`src/rtl/seg7_pkg.sv`:
```
// rtl/seg7_pkg.sv - shared constants and types for the seven-segment scan driver
//
// Purpose : glyph constants (active-low, bit7 = dp, bits6..0 = g..a), the
//           blank pattern, the scan FSM state type and a dp helper.
// Ports   : none (package).
package seg7_pkg;

  // All segments dark, including the decimal point.
  localparam logic [7:0] SEG_BLANK = 8'hFF;

  // Decimal digits 0-9, dp dark.
  localparam logic [7:0] GLYPH_0 = 8'hC0;
  localparam logic [7:0] GLYPH_1 = 8'hF9;
  localparam logic [7:0] GLYPH_2 = 8'hA4;
  localparam logic [7:0] GLYPH_3 = 8'hB0;
  localparam logic [7:0] GLYPH_4 = 8'h99;
  localparam logic [7:0] GLYPH_5 = 8'h92;
  localparam logic [7:0] GLYPH_6 = 8'h82;
  localparam logic [7:0] GLYPH_7 = 8'hF8;
  localparam logic [7:0] GLYPH_8 = 8'h80;
  localparam logic [7:0] GLYPH_9 = 8'h90;

  // Hex letters A-F, only used when the hex glyph set is built in.
  localparam logic [7:0] GLYPH_A = 8'h88;
  localparam logic [7:0] GLYPH_B = 8'h83;
  localparam logic [7:0] GLYPH_C = 8'hC6;
  localparam logic [7:0] GLYPH_D = 8'hA1;
  localparam logic [7:0] GLYPH_E = 8'h86;
  localparam logic [7:0] GLYPH_F = 8'h8E;

  typedef enum logic {
    ST_OFF  = 1'b0,
    ST_SCAN = 1'b1
  } seg7_state_e;

  // Segments are active-low, so a lit decimal point clears bit7.
  function automatic logic [7:0] seg7_apply_dp(input logic [7:0] glyph, input logic dp);
    return dp ? {1'b0, glyph[6:0]} : glyph;
  endfunction

endpackage

```
`src/rtl/seg7_decode.sv`:
```
// rtl/seg7_decode.sv - combinational nibble to seven-segment glyph decoder
//
// Purpose : maps one 4-bit nibble plus its decimal point to an active-low
//           glyph. Optional macro SEG7_HEX_EN adds letters A-F; without it
//           those nibbles decode to blank (dp still applied).
// Ports   : nibble_i [3:0] - digit value
//           dp_i           - 1 = decimal point lit
//           glyph_o  [7:0] - active-low segments, bit7 = dp, bits6..0 = g..a
module seg7_decode
  import seg7_pkg::*;
(
  input  logic [3:0] nibble_i,
  input  logic       dp_i,
  output logic [7:0] glyph_o
);

  logic [7:0] base_glyph;

  always_comb begin
    base_glyph = SEG_BLANK;
    case (nibble_i)
      4'h0: base_glyph = GLYPH_0;
      4'h1: base_glyph = GLYPH_1;
      4'h2: base_glyph = GLYPH_2;
      4'h3: base_glyph = GLYPH_3;
      4'h4: base_glyph = GLYPH_4;
      4'h5: base_glyph = GLYPH_5;
      4'h6: base_glyph = GLYPH_6;
      4'h7: base_glyph = GLYPH_7;
      4'h8: base_glyph = GLYPH_8;
      4'h9: base_glyph = GLYPH_9;
`ifdef SEG7_HEX_EN
      4'hA: base_glyph = GLYPH_A;
      4'hB: base_glyph = GLYPH_B;
      4'hC: base_glyph = GLYPH_C;
      4'hD: base_glyph = GLYPH_D;
      4'hE: base_glyph = GLYPH_E;
      4'hF: base_glyph = GLYPH_F;
`else
      default: base_glyph = SEG_BLANK;
`endif
    endcase
  end

  assign glyph_o = seg7_apply_dp(base_glyph, dp_i);

endmodule

```
`src/rtl/seg7_scan_driver.sv`:
```
// rtl/seg7_scan_driver.sv - multiplexed seven-segment display scan driver
//
// Purpose : time-multiplexes N_DIGITS digits onto one shared segment bus.
//           A prescaler produces a tick every REFRESH_DIV clocks; each tick
//           steps to the next digit. New contents are taken through a
//           load/ready handshake and applied only on frame boundaries so a
//           frame never shows a mix of old and new digits.
//           Optional macro SEG7_HEX_EN (in seg7_decode) enables A-F glyphs.
// Ports   : clk              - clock, rising edge
//           rst_n            - asynchronous active-low reset
//           enable           - 1 = scan, 0 = all digits dark
//           load / ready     - content update handshake
//           value [4N-1:0]   - nibbles, nibble 0 is the rightmost digit
//           dp_in [N-1:0]    - decimal point per digit, 1 = lit
//           blank_lz         - 1 = suppress leading zeros (taken live)
//           catodo [7:0]     - active-low segments, bit7 = dp
//           anodo [N-1:0]    - active-low digit select
module seg7_scan_driver
  import seg7_pkg::*;
#(
  parameter int N_DIGITS    = 8,
  parameter int REFRESH_DIV = 100000
) (
  input  logic                  clk,
  input  logic                  rst_n,
  input  logic                  enable,
  input  logic                  load,
  output logic                  ready,
  input  logic [4*N_DIGITS-1:0] value,
  input  logic [N_DIGITS-1:0]   dp_in,
  input  logic                  blank_lz,
  output logic [7:0]            catodo,
  output logic [N_DIGITS-1:0]   anodo
);

  localparam int IDX_W = $clog2(N_DIGITS);
  localparam int PRE_W = $clog2(REFRESH_DIV);
  localparam logic [IDX_W-1:0] IDX_LAST = IDX_W'(N_DIGITS - 1);
  localparam logic [PRE_W-1:0] PRE_LAST = PRE_W'(REFRESH_DIV - 1);

  seg7_state_e state_q, state_d;
  logic [PRE_W-1:0]      presc_q, presc_d;
  logic [IDX_W-1:0]      idx_q, idx_d;
  logic [4*N_DIGITS-1:0] pend_val_q, pend_val_d;
  logic [N_DIGITS-1:0]   pend_dp_q, pend_dp_d;
  logic [4*N_DIGITS-1:0] disp_val_q, disp_val_d;
  logic [N_DIGITS-1:0]   disp_dp_q, disp_dp_d;
  logic                  ready_q, ready_d;
  logic [7:0]            catodo_q, catodo_d;
  logic [N_DIGITS-1:0]   anodo_q, anodo_d;

  logic tick;
  logic frame_bd;
  logic accept;
  logic apply;

  // ---------------------------------------------------------------------------
  // Scan timing
  // ---------------------------------------------------------------------------
  assign tick     = (state_q == ST_SCAN) && (presc_q == PRE_LAST);
  assign frame_bd = tick && (idx_q == IDX_LAST);

  always_comb begin
    state_d = state_q;
    presc_d = presc_q;
    idx_d   = idx_q;
    case (state_q)
      ST_OFF: begin
        if (enable) begin
          // Every scan session starts with a full slot on digit 0.
          state_d = ST_SCAN;
          presc_d = '0;
          idx_d   = '0;
        end
      end
      ST_SCAN: begin
        if (!enable) begin
          state_d = ST_OFF;
        end else if (tick) begin
          presc_d = '0;
          idx_d   = (idx_q == IDX_LAST) ? '0 : idx_q + 1'b1;
        end else begin
          presc_d = presc_q + 1'b1;
        end
      end
      default: state_d = ST_OFF;
    endcase
  end

  // ---------------------------------------------------------------------------
  // Load handshake. ready low doubles as "pending holds unapplied data", so a
  // load accepted on a boundary edge is only applied at the following one.
  // ---------------------------------------------------------------------------
  assign accept = load && ready_q;
  assign apply  = !ready_q && ((state_q == ST_OFF) || frame_bd);

  always_comb begin
    pend_val_d = pend_val_q;
    pend_dp_d  = pend_dp_q;
    disp_val_d = disp_val_q;
    disp_dp_d  = disp_dp_q;
    ready_d    = ready_q;
    if (accept) begin
      pend_val_d = value;
      pend_dp_d  = dp_in;
      ready_d    = 1'b0;
    end else if (apply) begin
      disp_val_d = pend_val_q;
      disp_dp_d  = pend_dp_q;
      ready_d    = 1'b1;
    end
  end

  // ---------------------------------------------------------------------------
  // Glyph selection for the current digit
  // ---------------------------------------------------------------------------
  // zero_above[i] = nibble i and every nibble to its left are zero.
  logic [N_DIGITS-1:0] zero_above;

  always_comb begin
    zero_above = '0;
    zero_above[N_DIGITS-1] = (disp_val_q[4*(N_DIGITS-1) +: 4] == 4'h0);
    for (int i = N_DIGITS - 2; i >= 0; i--) begin
      zero_above[i] = zero_above[i+1] && (disp_val_q[4*i +: 4] == 4'h0);
    end
  end

  logic [3:0] sel_nib;
  logic       sel_dp;
  logic       sel_blank;
  logic [7:0] dec_glyph;
  logic [7:0] sel_glyph;

  assign sel_nib   = disp_val_q[4*int'(idx_q) +: 4];
  assign sel_dp    = disp_dp_q[idx_q];
  // Digit 0 always shows, so an all-zero value still reads "0".
  assign sel_blank = blank_lz && (idx_q != '0) && zero_above[idx_q];

  seg7_decode u_decode (
    .nibble_i (sel_nib),
    .dp_i     (sel_dp),
    .glyph_o  (dec_glyph)
  );

  assign sel_glyph = sel_blank ? seg7_apply_dp(SEG_BLANK, sel_dp) : dec_glyph;

  // Outputs are registered from the current index, so the display trails the
  // index by one cycle; enable gates them so dropping it darkens at once.
  always_comb begin
    anodo_d  = '1;
    catodo_d = SEG_BLANK;
    if ((state_q == ST_SCAN) && enable) begin
      anodo_d  = ~({{(N_DIGITS-1){1'b0}}, 1'b1} << idx_q);
      catodo_d = sel_glyph;
    end
  end

  // ---------------------------------------------------------------------------
  // State
  // ---------------------------------------------------------------------------
  always_ff @(posedge clk or negedge rst_n) begin
    if (!rst_n) begin
      state_q    <= ST_OFF;
      presc_q    <= '0;
      idx_q      <= '0;
      pend_val_q <= '0;
      pend_dp_q  <= '0;
      disp_val_q <= '0;
      disp_dp_q  <= '0;
      ready_q    <= 1'b1;
      catodo_q   <= SEG_BLANK;
      anodo_q    <= '1;
    end else begin
      state_q    <= state_d;
      presc_q    <= presc_d;
      idx_q      <= idx_d;
      pend_val_q <= pend_val_d;
      pend_dp_q  <= pend_dp_d;
      disp_val_q <= disp_val_d;
      disp_dp_q  <= disp_dp_d;
      ready_q    <= ready_d;
      catodo_q   <= catodo_d;
      anodo_q    <= anodo_d;
    end
  end

  assign ready  = ready_q;
  assign catodo = catodo_q;
  assign anodo  = anodo_q;

endmodule

```
`config.mk`:
```
export PLATFORM = sky130hd
export DESIGN_NAME = seg7_scan_driver
export DESIGN_NICKNAME = d
export VERILOG_FILES = /design/src/rtl/seg7_pkg.sv /design/src/rtl/seg7_decode.sv /design/src/rtl/seg7_scan_driver.sv
export SDC_FILE = /design/constraint.sdc
export NUM_CORES = 1
export LEC_CHECK = 0
export ABC_CLOCK_PERIOD_IN_PS = 2850
export BUFFER_PORTS_ARGS = -buffer_cell sky130_fd_sc_hd__buf_2
export CAP_MARGIN = 20
export CORE_UTILIZATION = 55
export DETAILED_ROUTE_END_ITERATION = 16
export GPL_TIMING_DRIVEN = 0
export HOLD_SLACK_MARGIN = 0.08
export MAX_ROUTING_LAYER = met4
export PLACE_DENSITY = 0.86
export SETUP_SLACK_MARGIN = 0.3
export SLEW_MARGIN = 20
export SYNTH_ARGS = -nofsm -noshare
export SYNTH_HDL_FRONTEND = slang
export SYNTH_SLANG_ARGS = --single-unit
```
`constraint.sdc`:
```
create_clock -name clk -period 2.85 [get_ports clk]
set_input_delay 0.1425 -clock clk [delete_from_list [all_inputs] [get_ports clk]]
set_output_delay 0.1425 -clock clk [all_outputs]
set_load 0.005 [all_outputs]
```
## Word-level counts from Yosys, hierarchy flattened

Memories as Yosys holds them, arrays and structs flattened.
Index checks and enable logic that the tools add are counted.

- Memory bits (read-only): 112
- Output and inout port bits: 17
- Memories: 1
- Flip-flop bits (word level): 118

- Multiplexer cells: 21
- Equality and inequality tests: 5
- $add $sub $neg: 2
- Shift operators: 2
- $lt $le $gt $ge: 1
- Reductions and logical operators: 29
- Bitwise operators: 3

Memories:

| name | depth | bits a word | rd ports | clocked after Yosys merged registers in | write ports | line | source |
|---|---|---|---|---|---|---|---|
| (no name shown) | 16 | 7 | 1 | 0 | 0 | seg7_decode.sv:21 | `case (nibble_i)` |

Operator list:

| operator | number |
|---|---|
| 2-to-1 mux 17 bit | 3 |
| 2-to-1 mux 8 bit | 5 |
| one-hot mux 17 bit (2 select lines) | 1 |
| logical NOT 4 bit | 8 |
| variable part select 32 x 6 -> 4 bit | 1 |
| adder 17 x 1 -> 17 bit, second input constant | 1 |
| == test 17 bit, second input constant | 1 |
| logical AND 1 bit | 14 |
| 2-to-1 mux 3 bit | 4 |
| inverter 8 bit | 1 |
| left shift 1 x 3 -> 8 bit, first input constant | 1 |
| binary-select mux 1 bit (select 3 bit) | 2 |
| one-hot mux 3 bit (2 select lines) | 1 |
| 2-to-1 mux 1 bit | 5 |
| < comparator 3 x 4 -> 1 bit, second input constant | 1 |
| inequality test 2 bit, second input constant | 2 |
| AND reduction 2 bit | 2 |
| adder 3 x 1 -> 3 bit, second input constant | 1 |
| == test 3 bit, second input constant | 1 |
| AND reduction 3 bit | 1 |
| nonzero test 3 bit | 1 |
| inequality test 2 x 1 -> 1 bit, second input constant | 1 |
| inverter 1 bit | 2 |
| nonzero test 2 bit | 1 |
| other kinds (2) | 2 |

## Depth between registers and ports, before layout

Gate-level depths: netlist of run 1.

- Depth in word-level cells: 13
- Mapped depth: 10

## Modules after synthesis

From an unflattened synthesis of run 1, not the netlist that was laid out.

- Cells, all modules: 420
- Area total of the unflattened synthesis: 5378.9 um^2

Modules (own cells, without submodules):

| module | times used | area each (um^2) | cells an instance | sequential area each (um^2) |
|---|---|---|---|---|
| seg7_scan_driver | 1 | 5165.0 | 386 | 2974.1 |
| seg7_decode | 1 | 214.0 | 34 | 0.0 |

## Worst setup path before layout of run 1

OpenSTA, ideal clock, no wires.

- Kind: register -> register
- Start: reg idx_q[0]
- End: reg catodo_q[3], in the netlist catodo[3]
- Required time: 2.750 ns
- Buffers on the path: 1
- Slack: 0.800 ns
- Arrival: 1.949 ns
- Period minus slack after synthesis: 2.050 ns
- Cell stages (with the launch flop): 10
- Cell sequence: dfrtp_1 -> buf_6 -> mux4_2 -> mux2i_1 -> inv_1 -> ha_1 -> inv_1 -> mux2i_1 -> o22ai_1 -> nand3_1

- Longest elaborated chain between the ends: 5

Ends and longest elaborated chain:

| element | line | source |
|---|---|---|
| from (decl) | seg7_scan_driver.sv:43 | `logic [IDX_W-1:0] idx_q, idx_d;` |
| from (signal assigned) | seg7_scan_driver.sv:176 | `idx_q <= idx_d;` |
| variable part select 32 x 6 -> 4 bit (tied with other cells) | seg7_scan_driver.sv:134 | `assign sel_nib = disp_val_q[4*int'(idx_q) +: 4];` |
| memory (16 x 7 bit) (tied with other cells) | n/a |  |
| 2-to-1 mux 8 bit / logical AND 1 bit (equally long branches) | seg7_pkg.sv:38, seg7_scan_driver.sv:137 |  |
| 2-to-1 mux 8 bit * | seg7_scan_driver.sv:145 | `assign sel_glyph = sel_blank ? seg7_apply_dp(SEG_BLANK, sel_dp) : dec_glyph;` |
| 2-to-1 mux 8 bit * | seg7_scan_driver.sv:152 | `if ((state_q == ST_SCAN) && enable) begin` |
| named net catodo_d[3] | seg7_scan_driver.sv:49 | `logic [7:0] catodo_q, catodo_d;` |
| to (signal assigned) | seg7_scan_driver.sv:182 | `catodo_q <= catodo_d;` |
| to (decl) | seg7_scan_driver.sv:49 |  |

The timed path passes the listed nets; every way through them passes the cells marked *. The select of a mux whose other input is x is not followed.
A chain may end at the register's enable or synchronous reset.

## Worst setup path in the final report of run 1

- Start: reg idx_q[0]
- End: reg catodo_q[0], in the netlist catodo[0]

Same word-level chain as after synthesis.

==> flow_metrics.py, run 1 <==
metrics = {
    "clocking": {
        "cts_buffers": 17,
        "cts_setup_buffers": 0,
        "path_clk_slew_ns": 0.06,
        "cts_tree": "yes",
        "cts.sinks": 118,
        "cts.path.max_buffers": 2,
        "htreeDepth": 4,
        "clock_latency_ns": 0.51,
        "cts_root_buf": "clkbuf_8",
    },
    "die": {
        "die_h_um": 101.1,
        "ioPinCount": 62,
        "initial_core_util_pct": 57.65,
        "rows": 35,
        "die_w_um": 101.1,
        "die_area_mm2": 0.01022,
        "core_area_mm2": 0.009371,
    },
    "route": {
        "drcViolationCount": 0,
        "first_iter_violations": 277,
        "wl_per_cell_um": 18.11,
        "vias_per_cell": 5.763,
        "wl_um": 12130,
        "vias": 3861,
        "antenna_left": 0,
        "drt_pass1_iterations": 4,
    },
    "global_routing": {
        "grt_pass1_vias": 4046,
        "grt_pass1_wl_um": 20410,
        "antenna_found_initial": 0,
        "grt-ovfl-total": 0,
        "grt_max_degree": 63,
        "grt_use_total_pct": 27.50,
    },
    "placed_design": {
        "io_buffers": 61,
        "dpl.hpwl_um": 7820,
        "gp_congestion": 0.9055,
    },
    "sta": {
        "setup_viol": 0,
        "holdWs_ns": 0.1591,
        "drv_slew": 0,
        "rsz0062_at_grt": "no",
        "fmax_ghz": 0.4232,
        "layout_min_cycle_time_ns": 2.363,
        "tightest_slew_ns": 0.6465,
        "fin_skew_ns": 0.006211,
        "setup-tns-final_ns": 0,
        "min_period_over_period_pct": 82.91,
        "slew_headroom_pct": 56.85,
        "hold_violations": 0,
    },
    "final_layout": {
        "multi_input_area_mm2": 0.002266,
        "seq_area_mm2": 0.002974,
        "most-common-layout-cells": "101 x dfrtp_1, 82 x mux2_2, 64 x buf_2, 43 x dlygate4sd3_1, 19 x nand2_1",
        "fillers": 576,
        "syn_to_final_growth_pct": 28.14,
        "post_route_cells_drive_above_1_share_pct": 39.93,
        "final_common_cell": "dfrtp_1",
        "antennaDiodeCount": 0,
        "final_nets": 586,
    },
    "critical_path": {
        "worstSetupPathType": "reg -> reg",
        "crit_arrival_ns": 2.77,
        "startpoint_type": "flip-flop",
        "crit_path_end_kind": "flip-flop",
        "cp_max_fo": 10,
        "required_ns": 3.25,
    },
    "synth": {
        "ys_types": 46,
        "seq_area_frac_synth_pct": 55.05,
        "synthAdderAreaFrac_pct": 2.779,
        "synth_nets": 462,
        "ys_ff_latch": 118,
        "synth_compound_area_share_pct": 7.295,
        "syn_area_per_cell_um2": 13.34,
        "netlist_instances": 405,
        "synth_top_area_share_pct": 46.78,
        "synth_area_leaders": "dfrtp_1 47%, mux2_2 17%, dfstp_2 8.3%",
        "synth_top_cell_by_area": "dfrtp_1",
        "yosys_warnings": 0,
        "synthSimpleGateAreaFrac_pct": 8.360,
        "netlist_area_mm2": 0.005403,
        "synth_mux_area_share_pct": 23.27,
        "synth_top_family_by_area": "multiplexers",
        "synth_xor_xnor_area_share_pct": 0.1621,
    },
    "run": {
        "maxCapViolCount": 0,
    },
    "pwr": {
        "p_leak_nw": 2.955,
        "p_per_area_mw_per_mm2": 876.3,
        "worst_ir_drop_vdd_mv": 0.4771,
    },
    "run_status": {
        "status": "complete, no violations",
    },
    "min_path": {
        "hold_class": "in -> async",
    },
}
-- stage by stage --
step | utilization (%) | setup slack (ns) | cell area (um2) | total power, mW | cells
floorplan | - | 0.8004 | 5403 | 3.411 | 405
global route | 73.87 | 0.3416 | 6923 | 6.346 | 670
detailed placement | 62.99 | 0.4626 | 5903 | 3.864 | 596
global placement | 62.63 | 0.3979 | 5869 | 3.734 | 595
CTS | 73.83 | 0.4438 | 6919 | 6.038 | 670
finish | 73.87 | 0.4871 | 6923 | 6.067 | 670
-- path summary, 6_finish.rpt --
| kind | from | end | slack, ns | cells after the start |
|---|---|---|---|---|
| worst max-delay path | idx_q[0] | catodo[0] | 0.49 | 9 |
| worst min-delay path | rst_n | presc_q[12] | 0.16 | 2 |
| worst max register to register | idx_q[0] | catodo[0] | 0.49 | 9 |
| worst min register to register | pend_val_q[23] | pend_val_q[23] | 0.50 | 1 |
| max in group asynchronous | rst_n | ready | 1.97 | 3 |
| min in group clk | enable | state_q | 0.30 | 2 |
-- critical path, cell delays in order, from the launching register on --
cell and delay, ns:
dfrtp_1 0.47, buf_6 0.21, mux4_2 0.54, mux2i_2 0.30, inv_1 0.11, ha_1 0.20
inv_1 0.05, mux2i_1 0.10, o22ai_1 0.17, nand3_1 0.11
-- cells in the mapped netlist (all sizes together) --
cell type	count
nor3	9
o21ai	19
and2	5
nand4	3
inv	13
and4	1
o31ai	1
o41ai	1
ha	12
a22o	11
o21a	1
o2bb2ai	3
dfstp	17
o22ai	9
or4b	1
clkbuf	7
mux2i	8
clkinv	2
nor4b	1
buf	10
xnor2	1
a211oi	3
nand2	19
nand3	15
nor4	5
mux4	10
dfrtp	101
mux2	82
and3	5
nand4b	1
nor2	9
a21oi	4
nor3b	1
a21o	1
nor2b	8
o31a	2
a2bb2oi	1
or4	1
or3	1
o2111ai	1
-- cells by family after synthesis --
logic type,count (synthesis)
mux,100
buf+inv,32
fa+ha+maj,12
flops,118
xor+xnor,1
compound gates,57
simple gates,85
-- what timing repair did --
item | CTS | global route
gates resized for setup | 0 | 1
hold endpoints to repair | 159 | 0
setup endpoints to repair | 0 | 2
hold buffers | 43 | 0
-- where the power goes --
group	switching (mW)	total (mW)	internal [mW]
clock network	0.757	2.11	1.35
logic	0.650	1.44	0.789
registers	0.370	2.52	2.15
total	1.78	6.07	4.29
-- area by class of cell --
| class | count | area share (%) |
|---|---|---|
| buffer | 17 | 1.590 |
| tap | 129 | 2.331 |
| clock buffer | 19 | 6.235 |
| sequential | 118 | 42.96 |
| inverter | 15 | 0.8133 |
| timing repair buffer | 105 | 11.12 |
| multi-input combinational | 255 | 32.73 |
| clock inverter | 12 | 2.223 |
-- sequential cells by signal, indices dropped and copies added, names as in the netlist --
signal and cells:
pend_dp_q 8, catodo 8, disp_dp_q 8, disp_val_q 32, ready 1, state_q 1, idx_q 3, anodo 8
presc_q 17, pend_val_q 32
-- layer usage --
metal | vias to the layer above | part of all wire (%) | track usage [%]
met5 | - | 0 | -
met2 | 167 | 51 | 44.95
li1 | 1744 | - | -
met1 | 1930 | 41 | 34.32
met3 | 20 | 5.8 | 6.241
met4 | 0 | 1.6 | 8.250
No activity file was read; power rests on OpenSTA's default activity.
==> run 2, diff against run 1 <==
ABC_CLOCK_PERIOD_IN_PS = 2100   (was 2850)
CORE_UTILIZATION = 53   (was 55)
clock period = 2.1 ns   (was 2.85 ns; I/O delays follow)
==> flow_metrics.py, run 2 (same netlist as run 1, synthesis figures left out) <==
metrics = {
    "run_status": {
        "status": "finished with violations",
        "failed_checks": "setup timing",
    },
    "run": {
        "maxCapViolCount": 0,
    },
    "route": {
        "met1_length_um": 5920,
        "drcViolationCount": 0,
        "vias": 4369,
        "vias_per_cell": 6.085,
        "drt_pass1_iterations": 5,
        "top_layer": "met4",
        "met3_length_um": 1240,
        "routed-wl-met2_um": 8005,
        "wl_um": 16110,
        "wl_per_cell_um": 22.44,
        "first_iter_violations": 366,
        "antenna_left": 0,
    },
    "global_routing": {
        "grt_use_total_pct": 31.47,
        "antenna_found_initial": 0,
        "grt-ovfl-total": 0,
        "grt_pass1_wl_um": 23180,
        "grt_pass1_vias": 4351,
        "grt_max_degree": 75,
    },
    "die": {
        "core_area_mm2": 0.009819,
        "die_h_um": 103.0,
        "rows": 36,
        "die_w_um": 103.0,
        "ioPinCount": 62,
        "die_area_mm2": 0.01060,
        "initial_core_util_pct": 55.02,
    },
    "placed_design": {
        "dpl.hpwl_um": 8262,
        "dpl_cell_area_mm2": 0.006095,
        "io_buffers": 61,
        "dp_cells": 600,
        "pre_cts_ws_ns": -0.1218,
        "gp_congestion": 0.8918,
    },
    "sta": {
        "setup-tns-final_ns": -0.2885,
        "fin_skew_ns": 0.01201,
        "fmax_ghz": 0.4584,
        "layout_min_cycle_time_ns": 2.182,
        "setup_viol": 6,
        "hold_violations": 0,
        "slew_headroom_pct": 39.76,
        "min_period_over_period_pct": 103.9,
        "rsz0062_at_grt": "yes",
        "drv_slew": 0,
        "setup_ws_ns": -0.08155,
        "tightest_slew_ns": 0.9007,
    },
    "clocking": {
        "path_clk_slew_ns": 0.07,
        "cts_tree": "yes",
        "cts_root_buf": "clkbuf_8",
        "cts_buffers": 17,
        "cts.path.max_buffers": 2,
        "clock_latency_ns": 0.54,
        "htreeDepth": 4,
        "cts.sinks": 118,
    },
    "final_layout": {
        "final_common_cell": "dfrtp_1",
        "syn_to_final_growth_pct": 45.37,
        "fin_cells": 718,
        "most-common-layout-cells": "96 x dfrtp_1, 60 x buf_2, 45 x dlygate4sd3_1, 42 x mux2_2, 40 x mux2_4",
        "final_nets": 629,
        "design_area_mm2": 0.007854,
        "utilization_pct": 79.98,
        "post_route_cells_drive_above_1_share_pct": 51.97,
        "largestRegisters": "disp_val_q x32, pend_val_q x32, presc_q x17",
        "antennaDiodeCount": 0,
    },
    "critical_path": {
        "worstSetupPathType": "reg -> reg",
        "startpoint_type": "flip-flop",
        "crit_path_end_kind": "flip-flop",
        "crit_arrival_ns": 2.62,
        "required_ns": 2.54,
        "cp_max_fo": 6,
    },
    "pwr": {
        "p_int_mw": 6.398,
        "worst_ir_drop_vdd_mv": 0.7471,
        "p_sw_share_pct": 31.57,
        "p_seq_share_pct": 37.6,
        "p_per_area_mw_per_mm2": 1191,
        "p_leak_nw": 3.425,
        "p_sw_mw": 2.952,
        "clock_power_share_pct": 32.3,
        "combPwrFrac_pct": 30.2,
    },
    "min_path": {
        "hold_class": "in -> async",
    },
}
run 2: cell types whose count changed in the layout (fill, tap and decap cells not counted), moves of 8 or more:
cell     previous run  this run
o21ai_0            18         2
buf_4               1        27
mux2_4              0        40
buf_6               6        14
o21ai_2             0        12
mux2_2             82        42
run 2: area by class of cell:
cell class	count	area, um2
flip-flops and latches	118	2980
multi-input cells	255	2639
fillers	506	1966
repair buffers	148	1232
clock buffers	17	414.1
clock inverters	15	191.4
plain buffers	17	170.2
well taps	133	166.4
inverters	15	60.06
run 2: metrics by stage:
step | power [mW] | hold WS (ns)
finish | 9.350 | 0.1709
global placement | 5.366 | 0.2293
floorplan | 4.916 | -0.1906
detailed placement | 5.546 | 0.04891
global route | 9.654 | 0.2145
CTS | 8.844 | 0.1724
run 2: metal layers:
layer	GRT usage, %	up-vias
li1	-	1817
met1	35.81	2164
met2	52.36	290
met3	7.797	98
met4	14.84	0
met5	-	-
run 2: critical path, stage by stage, from the launching register on:
cell and delay (ns):
dfrtp_2 0.42, buf_8 0.14, mux4_2 0.59, mux2i_4 0.28
inv_2 0.08, buf_4 0.15, ha_4 0.15, o22ai_1 0.15
nand3_1 0.10
run 2: worst paths after layout:
check / slack, ns / start / endpoint / cells past startpoint
max: -0.08 / idx_q[0] / catodo[5] / 8
min: 0.17 / rst_n / anodo[1] / 2
max in group asynchronous: 0.60 / rst_n / pend_val_q[4] / 3
min reg2reg: 0.52 / pend_val_q[10] / disp_val_q[10] / 1
max reg2reg: -0.08 / idx_q[0] / catodo[5] / 8
min in group clk: 0.22 / enable / state_q / 2
run 2: power groups by stage:
stage	combinational, mW	clock (mW)	sequential [mW]
final	2.82	3.02	3.51
after global routing	3.00	3.11	3.55
after CTS	2.42	3.00	3.43
after detailed placement	2.11	0	3.44
after global placement	1.98	0	3.39
after floorplan	1.69	0	3.23
run 2: repair_timing:
action	in CTS	in global routing
buffers inserted	26	11
pin swaps	24	24
hold buffers	45	0
gates resized for setup	51	35
endpoints found under the setup margin	65	66
hold endpoints to repair	159	0
cloned	1	3
==> run 3, diff against run 2 <==
SETUP_SLACK_MARGIN = default   (was 0.3)
==> flow_metrics.py, run 3 (same netlist as run 1, synthesis figures left out) <==
metrics = {
    "placed_design": {
        "pre_cts_ws_ns": -0.3065,
        "dpl.hpwl_um": 7752,
        "dpl_cell_area_mm2": 0.005908,
        "gp_congestion": 0.8637,
        "io_buffers": 61,
    },
    "pwr": {
        "clock_power_share_pct": 32.7,
        "p_int_mw": 6.261,
        "worst_ir_drop_vdd_mv": 0.7678,
        "combPwrFrac_pct": 29.0,
        "p_sw_mw": 2.884,
        "total_power_mw": 9.145,
        "p_seq_share_pct": 38.3,
        "p_leak_nw": 3.226,
        "p_per_area_mw_per_mm2": 1222,
        "p_sw_share_pct": 31.54,
    },
    "clocking": {
        "htreeDepth": 4,
        "cts.sinks": 118,
        "cts_root_buf": "clkbuf_8",
        "cts_tree": "yes",
        "cts.path.max_buffers": 2,
        "cts_buffers": 17,
        "clock_latency_ns": 0.53,
        "path_clk_slew_ns": 0.06,
    },
    "critical_path": {
        "required_ns": 2.56,
        "worstSetupPathType": "reg -> reg",
        "cp_max_fo": 8,
        "startpoint_type": "flip-flop",
        "crit_path_end_kind": "flip-flop",
        "crit_arrival_ns": 2.66,
    },
    "route": {
        "vias_per_cell": 6.048,
        "drcViolationCount": 0,
        "first_iter_violations": 383,
        "wl_per_cell_um": 21.94,
        "vias": 4264,
        "wl_um": 15470,
        "drt_pass1_iterations": 6,
        "antenna_left": 0,
    },
    "final_layout": {
        "antennaDiodeCount": 0,
        "utilization_pct": 76.22,
        "fillers": 554,
        "post_route_cells_drive_above_1_share_pct": 47.20,
        "final_nets": 616,
        "syn_to_final_growth_pct": 38.54,
        "final_common_cell": "dfrtp_1",
        "design_area_mm2": 0.007485,
        "most-common-layout-cells": "98 x dfrtp_1, 61 x mux2_2, 61 x buf_2, 43 x dlygate4sd3_1, 24 x buf_4",
        "multi_input_area_mm2": 0.002450,
        "seq_area_mm2": 0.002978,
        "largestRegisters": "disp_val_q x32, pend_val_q x32, presc_q x17",
    },
    "die": {
        "ioPinCount": 62,
        "initial_core_util_pct": 55.02,
        "rows": 36,
        "die_area_mm2": 0.01060,
        "die_h_um": 103.0,
        "die_w_um": 103.0,
        "core_area_mm2": 0.009819,
    },
    "global_routing": {
        "grt_pass1_wl_um": 21030,
        "grt_use_total_pct": 27.77,
        "grt_pass1_vias": 4259,
        "grt-ovfl-total": 0,
        "antenna_found_initial": 0,
        "grt_max_degree": 72,
    },
    "sta": {
        "hold_violations": 0,
        "setup_ws_ns": -0.09827,
        "layout_min_cycle_time_ns": 2.198,
        "min_period_over_period_pct": 104.7,
        "fmax_ghz": 0.4549,
        "rsz0062_at_grt": "yes",
        "slew_headroom_pct": 58.62,
        "tightest_slew_ns": 0.6206,
        "setup_viol": 36,
        "fin_skew_ns": 0.007871,
        "drv_slew": 0,
    },
    "min_path": {
        "hold_class": "in -> async",
    },
    "run_status": {
        "status": "finished with violations",
        "failed_checks": "setup timing",
    },
    "run": {
        "maxCapViolCount": 0,
    },
}
==> run 3: routing by layer <==
layer	vias up	share of wire [%]	GRT usage (%)
met4	0	4.4	10.51
met2	271	52	46.72
li1	1802	-	-
met1	2114	38	32.72
met5	-	0	-
met3	77	5.7	6.169
==> run 3: critical path, stage by stage, from the launching register on <==
cell and delay (ns):
dfrtp_2 0.40, buf_12 0.14, mux4_2 0.54, mux2i_4 0.27, buf_6 0.15, ha_4 0.12
inv_2 0.04, mux2i_2 0.23, o22ai_1 0.13, nand3_1 0.11
==> run 3: layout make-up <==
cell class	count	area share (%)
Buffer	17	2.006
Inverter	15	0.8024
Clock inverter	15	2.625
Multi-Input combinational cell	255	32.73
Sequential cell	118	39.79
Tap cell	133	2.223
Timing Repair Buffer	135	14.29
Clock buffer	17	5.533
==> run 3: per-stage QoR <==
stage | cells | TNS [ns] | hold slack, ns
floorplan | 405 | 0 | -0.1906
global placement | 599 | -33.87 | 0.2313
detailed placement | 600 | -4.483 | 0.06351
CTS | 687 | 0 | 0.09043
global route | 705 | -1.983 | 0.1241
finish | 705 | -1.403 | 0.07899
==> run 3: worst paths after layout <==
| check | from | endpoint | slack, ns | cells past startpoint |
|---|---|---|---|---|
| setup / recovery | idx_q[0] | catodo[0] | -0.1 | 9 |
| hold / removal | rst_n | presc_q[7] | 0.08 | 2 |
| setup reg to reg | idx_q[0] | catodo[0] | -0.1 | 9 |
| hold reg to reg | pend_dp_q[6] | pend_dp_q[6] | 0.51 | 1 |
| max in group asynchronous | rst_n | ready | 1.30 | 3 |
| min in group clk | enable | state_q | 0.23 | 2 |
==> run 3: what timing repair did <==
| item | in CTS | in global routing |
|---|---|---|
| gates cloned | 1 | 3 |
| pin swaps | 2 | 7 |
| setup endpoints to repair | 57 | 58 |
| hold buffers | 43 | 0 |
| hold endpoints to repair | 159 | 0 |
| resized for setup | 12 | 58 |
| setup buffers | 11 | 15 |
==> run 3: power groups by stage <==
stage               sequential (mW)  clock [mW]  combinational, mW
floorplan                      3.21           0               1.42
global placement               3.36           0               1.71
detailed placement             3.40           0               1.83
CTS                            3.38        2.98               2.10
global route                   3.53        3.11               2.83
finish                         3.50        2.99               2.66
